===== config.mk =====
export PLATFORM = sky130hd
export DESIGN_NAME = sopc_mem_arbiter
export DESIGN_NICKNAME = d
export VERILOG_FILES = /design/src/rtl/sopc_mem_arbiter.sv
export SDC_FILE = /design/constraint.sdc
export NUM_CORES = 1
export LEC_CHECK = 0
export CORE_AREA = 2 2 100 102
export CTS_CLUSTER_SIZE = 12
export DETAILED_ROUTE_END_ITERATION = 8
export DIE_AREA = 0 0 102 104
export DONT_BUFFER_PORTS = 1
export GPL_ROUTABILITY_DRIVEN = 0
export PLACE_DENSITY = 0.64
export SLEW_MARGIN = 10
export SYNTH_ARGS = -nofsm -noshare
export SYNTH_HDL_FRONTEND = slang
export SYNTH_SLANG_ARGS = --single-unit

===== constraint.sdc =====
create_clock -name CLOCK_50 -period 14.01 [get_ports CLOCK_50]
set_clock_uncertainty 0.15 [all_clocks]
set_input_delay 2.802 -clock CLOCK_50 [delete_from_list [all_inputs] [get_ports CLOCK_50]]
set_output_delay 2.802 -clock CLOCK_50 [all_outputs]
set_load 0.05 [all_outputs]

===== src/rtl/sopc_mem_arbiter.sv =====
// Single-port RAM arbiter for the SOPC: VGA reader, CPU fetch and CPU data
// share one synchronous 32-bit RAM, one grant per cycle, data routed back after RD_LAT.
module sopc_mem_arbiter #(
  parameter int ADDR_W     = 18,
  parameter int RD_LAT     = 1,
  parameter int STARVE_LIM = 8
) (
  input  logic              CLOCK_50,
  input  logic              rst,
  input  logic              i_req,
  input  logic [ADDR_W-1:0] i_addr,
  output logic              i_gnt,
  output logic              i_rvalid,
  output logic [31:0]       i_rdata,
  input  logic              d_req,
  input  logic              d_we,
  input  logic [3:0]        d_be,
  input  logic [ADDR_W-1:0] d_addr,
  input  logic [31:0]       d_wdata,
  output logic              d_gnt,
  output logic              d_rvalid,
  output logic [31:0]       d_rdata,
  input  logic              v_req,
  input  logic [ADDR_W-1:0] v_addr,
  output logic              v_gnt,
  output logic              v_rvalid,
  output logic [7:0]        v_rdata,
  output logic              mem_en,
  output logic [3:0]        mem_we,
  output logic [ADDR_W-3:0] mem_addr,
  output logic [31:0]       mem_wdata,
  input  logic [31:0]       mem_rdata,
  output logic              cpu_stall
);

  localparam int CW = $clog2(STARVE_LIM + 1);
  localparam logic [CW-1:0] LIM = CW'(STARVE_LIM);
  localparam logic [1:0] PORT_I = 2'd0;
  localparam logic [1:0] PORT_D = 2'd1;
  localparam logic [1:0] PORT_V = 2'd2;

  function automatic logic [CW-1:0] sat_inc(input logic [CW-1:0] c);
    return (c == LIM) ? c : c + 1'b1;
  endfunction

  function automatic logic [7:0] lane_sel(input logic [31:0] w, input logic [1:0] off);
    logic [7:0] b;
    case (off)
      2'd0:    b = w[7:0];
      2'd1:    b = w[15:8];
      2'd2:    b = w[23:16];
      default: b = w[31:24];
    endcase
    return b;
  endfunction

  logic          rr;
  logic [CW-1:0] wi, wd;
  logic          i_starved, d_starved;

  assign i_starved = i_req && (wi == LIM);
  assign d_starved = d_req && (wd == LIM);

  // Grant decision: starved CPU port, then VGA, then round-robin CPU
  always_comb begin
    i_gnt = 1'b0;
    d_gnt = 1'b0;
    v_gnt = 1'b0;
    if (!rst) begin
      if (i_starved && d_starved) begin
        if (rr) i_gnt = 1'b1;
        else    d_gnt = 1'b1;
      end else if (i_starved) begin
        i_gnt = 1'b1;
      end else if (d_starved) begin
        d_gnt = 1'b1;
      end else if (v_req) begin
        v_gnt = 1'b1;
      end else if (i_req && d_req) begin
        if (rr) i_gnt = 1'b1;
        else    d_gnt = 1'b1;
      end else if (i_req) begin
        i_gnt = 1'b1;
      end else if (d_req) begin
        d_gnt = 1'b1;
      end
    end
  end

  assign cpu_stall = !rst && ((i_req && !i_gnt) || (d_req && !d_gnt));
  assign mem_en    = i_gnt || d_gnt || v_gnt;
  assign mem_we    = (d_gnt && d_we) ? d_be : 4'b0000;
  assign mem_wdata = d_wdata;

  always_comb begin
    mem_addr = '0;
    if (v_gnt)      mem_addr = v_addr[ADDR_W-1:2];
    else if (d_gnt) mem_addr = d_addr[ADDR_W-1:2];
    else if (i_gnt) mem_addr = i_addr[ADDR_W-1:2];
  end

  // Word-aligned CPU ports: the byte offset of their addresses has no role
  logic unused_ok;
  assign unused_ok = ^{i_addr[1:0], d_addr[1:0]};

  always_ff @(posedge CLOCK_50 or posedge rst) begin
    if (rst) begin
      rr <= 1'b0;
      wi <= '0;
      wd <= '0;
    end else begin
      if (i_gnt)      rr <= 1'b0;
      else if (d_gnt) rr <= 1'b1;
      wi <= (i_req && !i_gnt) ? sat_inc(wi) : '0;
      wd <= (d_req && !d_gnt) ? sat_inc(wd) : '0;
    end
  end

  // Read-tracking pipe p0 .. p(RD_LAT-1): valid is control, port/offset are data
  logic       rd_vld_p  [RD_LAT];
  logic [1:0] rd_port_p [RD_LAT];
  logic [1:0] rd_off_p  [RD_LAT];
  logic       rd_load;

  assign rd_load = i_gnt || (d_gnt && !d_we) || v_gnt;

  always_ff @(posedge CLOCK_50 or posedge rst) begin
    if (rst) begin
      for (int k = 0; k < RD_LAT; k++) rd_vld_p[k] <= 1'b0;
    end else begin
      rd_vld_p[0] <= rd_load;
      for (int k = 1; k < RD_LAT; k++) rd_vld_p[k] <= rd_vld_p[k-1];
    end
  end

  always_ff @(posedge CLOCK_50) begin
    rd_port_p[0] <= v_gnt ? PORT_V : (d_gnt ? PORT_D : PORT_I);
    rd_off_p[0]  <= v_addr[1:0];
    for (int k = 1; k < RD_LAT; k++) begin
      rd_port_p[k] <= rd_port_p[k-1];
      rd_off_p[k]  <= rd_off_p[k-1];
    end
  end

  // Pipe tail: steer RAM data to its requester, hold it otherwise
  logic        tail_vld;
  logic [1:0]  tail_port;
  logic [7:0]  v_byte;
  logic [31:0] i_hold, d_hold;
  logic [7:0]  v_hold;

  assign tail_vld  = rd_vld_p[RD_LAT-1];
  assign tail_port = rd_port_p[RD_LAT-1];
  assign v_byte    = lane_sel(mem_rdata, rd_off_p[RD_LAT-1]);
  assign i_rvalid  = tail_vld && (tail_port == PORT_I);
  assign d_rvalid  = tail_vld && (tail_port == PORT_D);
  assign v_rvalid  = tail_vld && (tail_port == PORT_V);

  always_ff @(posedge CLOCK_50 or posedge rst) begin
    if (rst) begin
      i_hold <= '0;
      d_hold <= '0;
      v_hold <= '0;
    end else begin
      if (i_rvalid) i_hold <= mem_rdata;
      if (d_rvalid) d_hold <= mem_rdata;
      if (v_rvalid) v_hold <= v_byte;
    end
  end

  assign i_rdata = i_rvalid ? mem_rdata : i_hold;
  assign d_rdata = d_rvalid ? mem_rdata : d_hold;
  assign v_rdata = v_rvalid ? v_byte : v_hold;

endmodule


# [Word level (Yosys, flattened, before mapping)]
# Memories as Yosys holds them, arrays and structs flattened.
# Index checks and enable logic that the tools add are counted.
[totals] register_bits=82 ram_bits=4 inputBits=128 out_inout_bits=132 memories=2
[mem_list] memory="rd_off_p" words=1 word_bits=2 read_ports=1 rd_clocked_by_memory_dff=0 wr=1 line="122" text="logic [1:0] rd_off_p [RD_LAT];"
[mem_list] memory="rd_port_p" words=1 word_bits=2 read_ports=1 rd_clocked_by_memory_dff=0 wr=1 line="121" text="logic [1:0] rd_port_p [RD_LAT];"
[classes] add_sub_neg=2 n_eq_ne=8 muxes=38 reduce_logical=24
[op_table] cell="32-bit two-way mux" count=2
[op_table] cell="16-bit two-way mux" count=3
[op_table] cell="1-bit two-way mux" count=25
[op_table] cell="8-bit case mux with 3 select lines" count=1
[op_table] cell="4-bit two-way mux" count=5
[op_table] cell="1-bit logical AND" count=12
[op_table] cell="4-bit by 1-bit adder with 4-bit output (second input constant)" count=2
[op_table] cell="4-bit == test (second input constant)" count=2
[op_table] cell="8-bit two-way mux" count=1
[op_table] cell="1-bit logical OR" count=5
[op_table] cell="2-bit by 1-bit == test with 1-bit output (second input constant)" count=2
[op_table] cell="2-bit == test (second input constant)" count=2
[op_table] cell="1-bit logical NOT" count=4
[op_table] cell="2-bit logical NOT" count=2
[op_table] cell="2-bit != test (second input constant)" count=2
[op_table] cell="2-bit two-way mux" count=1
[op_table] cell="2-bit nonzero test" count=1

# [Depth between registers and ports, before layout]
[logic_depth] word_depth=12 depth_mapped=8

# [Worst setup path before layout]
# Ideal clock, no wire load.
[synth_path] path_kind="input-to-output" from="in rst" to="out mem_addr[10]" t_arrival_ps=6283 t_required_ps=11058 path_slack_ps=4775 stages=5 path_buffers=1 path_cell_list="inv_1 o2111a_1 clkbuf_1 and2_0 a221o_1"
[synth_between] word_cells_on_any_way=6
[synth_lines] item="start: declaration" line="9" text="input logic rst,"
[synth_lines] item="1-bit two-way mux" line="69" text="if (!rst) begin"
[synth_lines] item="net v_gnt" line="25" text="output logic v_gnt,"
[synth_lines] item="16-bit two-way mux" line="97" text="if (v_gnt) mem_addr = v_addr[ADDR_W-1:2];"
[synth_lines] item="end: declaration" line="30" text="output logic [ADDR_W-3:0] mem_addr,"
# The timed path passes the listed nets, and every way through them passes these cells.

# [Worst setup path after layout]
[layout_path] from="in rst" to="out mem_addr[14]"
[layout_between] elab_chain_cells=4 word_cells_on_any_way=6
[layout_rtl] item="1-bit two-way mux" line="69"
[layout_rtl] item="16-bit two-way mux" line="99" text="else if (i_gnt) mem_addr = i_addr[ADDR_W-1:2];"
[layout_rtl] item="16-bit two-way mux" line="98" text="else if (d_gnt) mem_addr = d_addr[ADDR_W-1:2];"
[layout_rtl] item="16-bit two-way mux (*)" line="97"
# Mark *: on every way between the ends. The rest lies on a longest branch, timed or not.

==> out/qor.yml <==
via_count: 2714
clk_latency_ps: 360
rr_worst_depth: 7
synth_compound_area_share_pct: 7.19
start_util_pct: 43.9
drcViolationCount: 0
yosys.area_share.xor_xnor_pct: 1.25
synth_top_area_share_pct: 48.9
clk_pin_slew_ps: 90
setup_viol: 0
setup.worst_path.end: "mem_addr[14]"
muxShareOfSynthArea_pct: 15.0
area_growth_syn_to_layout_pct: 2.53
fin_crit_sh_pct: 57.2
maxCapViolCount: 0
synth_common_cells: "98 x nand2_1, 82 x dfrtp_1, 40 x mux2_2, 32 x buf_4, 16 x a221o_1"
synthAdderAreaFrac_pct: 1.70
worstPathRequired_ps: 11060
synth-simple-area-share_pct: 15.2
cp.arrival_ps: 5060
syn_area_mm2: 0.00420
io_pins: 260
grt_setup_unrepaired: "no"
p_leak_nw: 1.93
crit_path_start_kind: "input port"
r2r_start: "wd[0]$_DFFE_PP0P_"
hpwl_um: 8360
root_buffer: "clkbuf_8"
whs_ps: 450
crit_path_start: "rst"
fillers: 879
drt_iter0_markers: 99
yosysSeqAreaShare_pct: 50.8
r2r_end: "rd_vld_p$_DFF_PP0_"
synth_top_family_by_area: "simple AND/OR/NAND/NOR gates"
ys_top_cells_by_area: "dfrtp_1 49%, mux2_2 11%, nand2_1 8.8%"
postRouteAntennaNets: 0
wl_met1_um: 4070
cp_slowest_cell: "buf_4"
dr_wl_met2_um: 5710
grt_overflow: 0
synth.largest_area_cell: "dfrtp_1"
antenna_found_initial: 2
fin_crit_ps: 8010
power.density_cell_area_mw_per_mm2: 208
grt_max_degree: 84
core_mm2: 0.00955
die_area_mm2: 0.0106
synth.distinct_cells: 42
cts_resized: 0
cts_hold_buf: 0
io_buffers: 0
layout.cells.non_filler: 484
regToRegSetupSlack_ps: 11290
wirelength_um: 11100
status: "finished, final reports clean"
num_rows: 36
placedCellCount: 466
slew_viol_final: 0
route.top_layer_used: "met4"
critical_path_class: "input port to primary output"
vdd_drop_max_v: 0.0000775
cpPeakStageDelay_ps: 780
path_cells: "clkinv_2, buf_4, nand2_1, a221oi_4, buf_4, a221o_1"
tightest_slew_ps: 1060
htree_levels: 3
die_h_um: 104
ys_warn_count: 0
relSlewSlack_pct: 29.6
synth_ff_type: "dfrtp_1"
synth.avg_cell_area_um2: 11.2
cts_setup_buffers: 0
gr-usage-all-layers_pct: 21.2
synthCells: 376
drive_gt1_share_pct: 22.1
grt_pass1_vias: 2933
final_hold_viol_count: 0
async_reset_ff_share_pct: 95.3
critical_path.most_common_cell: "buf_4"
vias_per_cell: 5.61
cts_sinks: 86
met3RoutedLength_um: 1110
yosysMostFrequentCell: "nand2_1"
hold_class: "flop to flop"
path_max_fanout: 83
synth_seq_cells: 86
nNetsFinal: 476
synth_edf_count: 0
drt_first_pass_iters: 5
end_kind: "primary output"
wl_per_cell_um: 23.0
die_x_um: 102
numCtsBuffers: 9
synth_fp_nets: 508
cts_tree: "done"
cts.path.max_buffers: 2
grt_pass1_wl_um: 16900
setup_tns_ps: 0
timing.fmax_mhz: 125
metrics by stage:
| stage | cell area [um^2] | setup WS [ps] | utilization [%] | power, W |
|---|---|---|---|---|
| global route | 4300 | 5700 | 45.1 | 0.000939 |
| CTS | 4300 | 5900 | 45.0 | 0.000902 |
| floorplan | 4200 | 4770 | - | 0.000710 |
| finish | 4300 | 6000 | 45.1 | 0.000893 |
| global placement | 4090 | 5940 | 42.9 | 0.000713 |
| detailed placement | 4090 | 5910 | 42.9 | 0.000720 |
flip-flops by register name, summed over array words and instances, names as in the netlist:
register	flops
rd_off_p	2
rr	1
rd_port_p	2
wd	4
v_hold	8
rd_vld_p	1
i_hold	32
wi	4
d_hold	32
metal layers:
metal | track usage [%] | vias to the layer above
met4 | 8.10 | 0
met5 | 0 | -
met2 | 36.6 | 163
met3 | 7.33 | 17
met1 | 23.9 | 1342
li1 | - | 1192
cells in the final DEF, fill, tap and decap left out, drive strengths merged, types with 3 or more instances in the layout:
| master | netlist | routed |
|---|---|---|
| and2 | 16 | 16 |
| buf | 38 | 7 |
| mux4 | 8 | 8 |
| ha | 4 | 4 |
| a221oi | 3 | 3 |
| a221o | 16 | 16 |
| nand3 | 4 | 4 |
| nor3b | 3 | 3 |
| inv | 10 | 11 |
| nor3 | 3 | 3 |
| clkinv | 0 | 5 |
| xnor2 | 4 | 4 |
| nand3b | 4 | 4 |
| dfrtp | 82 | 82 |
| and3 | 4 | 4 |
| mux2 | 40 | 40 |
| nand2 | 98 | 98 |
| dfxtp | 4 | 4 |
| clkbuf | 12 | 9 |
critical path: cells and delay by family:
kind | cells | cell delay (ps)
AO/OA/AOI/OAI | 2 | 810
buffers and inverters | 3 | 1190
AND/OR/NAND/NOR | 1 | 240
layout make-up:
cell class                      instances  area [um^2]  share of cell area, %
Sequential cell                        86         2130                   49.5
Antenna cell                            2         5.00                  0.116
Tap cell                              133          166                   3.87
Timing Repair Buffer                    7         56.3                   1.31
Inverter                               10         38.8                  0.901
Multi-Input combinational cell        230         1700                   39.5
Clock inverter                          7         81.3                   1.89
Clock buffer                            9          124                   2.88
power by group:
part           internal, W  switching (W)
logic            0.0000562       0.000326
registers         0.000313      0.0000191
clock network    0.0000849      0.0000942
worst min-delay path by stage:
stage              startpoint              to  cells past startpoint
3_5_place_dp   rr$_DFFE_PP0P_  rr$_DFFE_PP0P_                      1
6_report       rr$_DFFE_PP0P_  rr$_DFFE_PP0P_                      1
3_3_place_gp   rr$_DFFE_PP0P_  rr$_DFFE_PP0P_                      1
4_1_cts        rr$_DFFE_PP0P_  rr$_DFFE_PP0P_                      1
2_1_floorplan  rr$_DFFE_PP0P_  rr$_DFFE_PP0P_                      1
5_1_grt        rr$_DFFE_PP0P_  rr$_DFFE_PP0P_                      1
cells by family (layout without fill, tap and decap cells):
kind of cell,after synthesis,after routing
fa+ha+maj,6,6
mux,48,48
simple gates,140,140
compound gates,30,30
flops,86,86
buf+inv,60,33
xor+xnor,6,6
other cells,0,2
(Power assumes the default switching activity.)
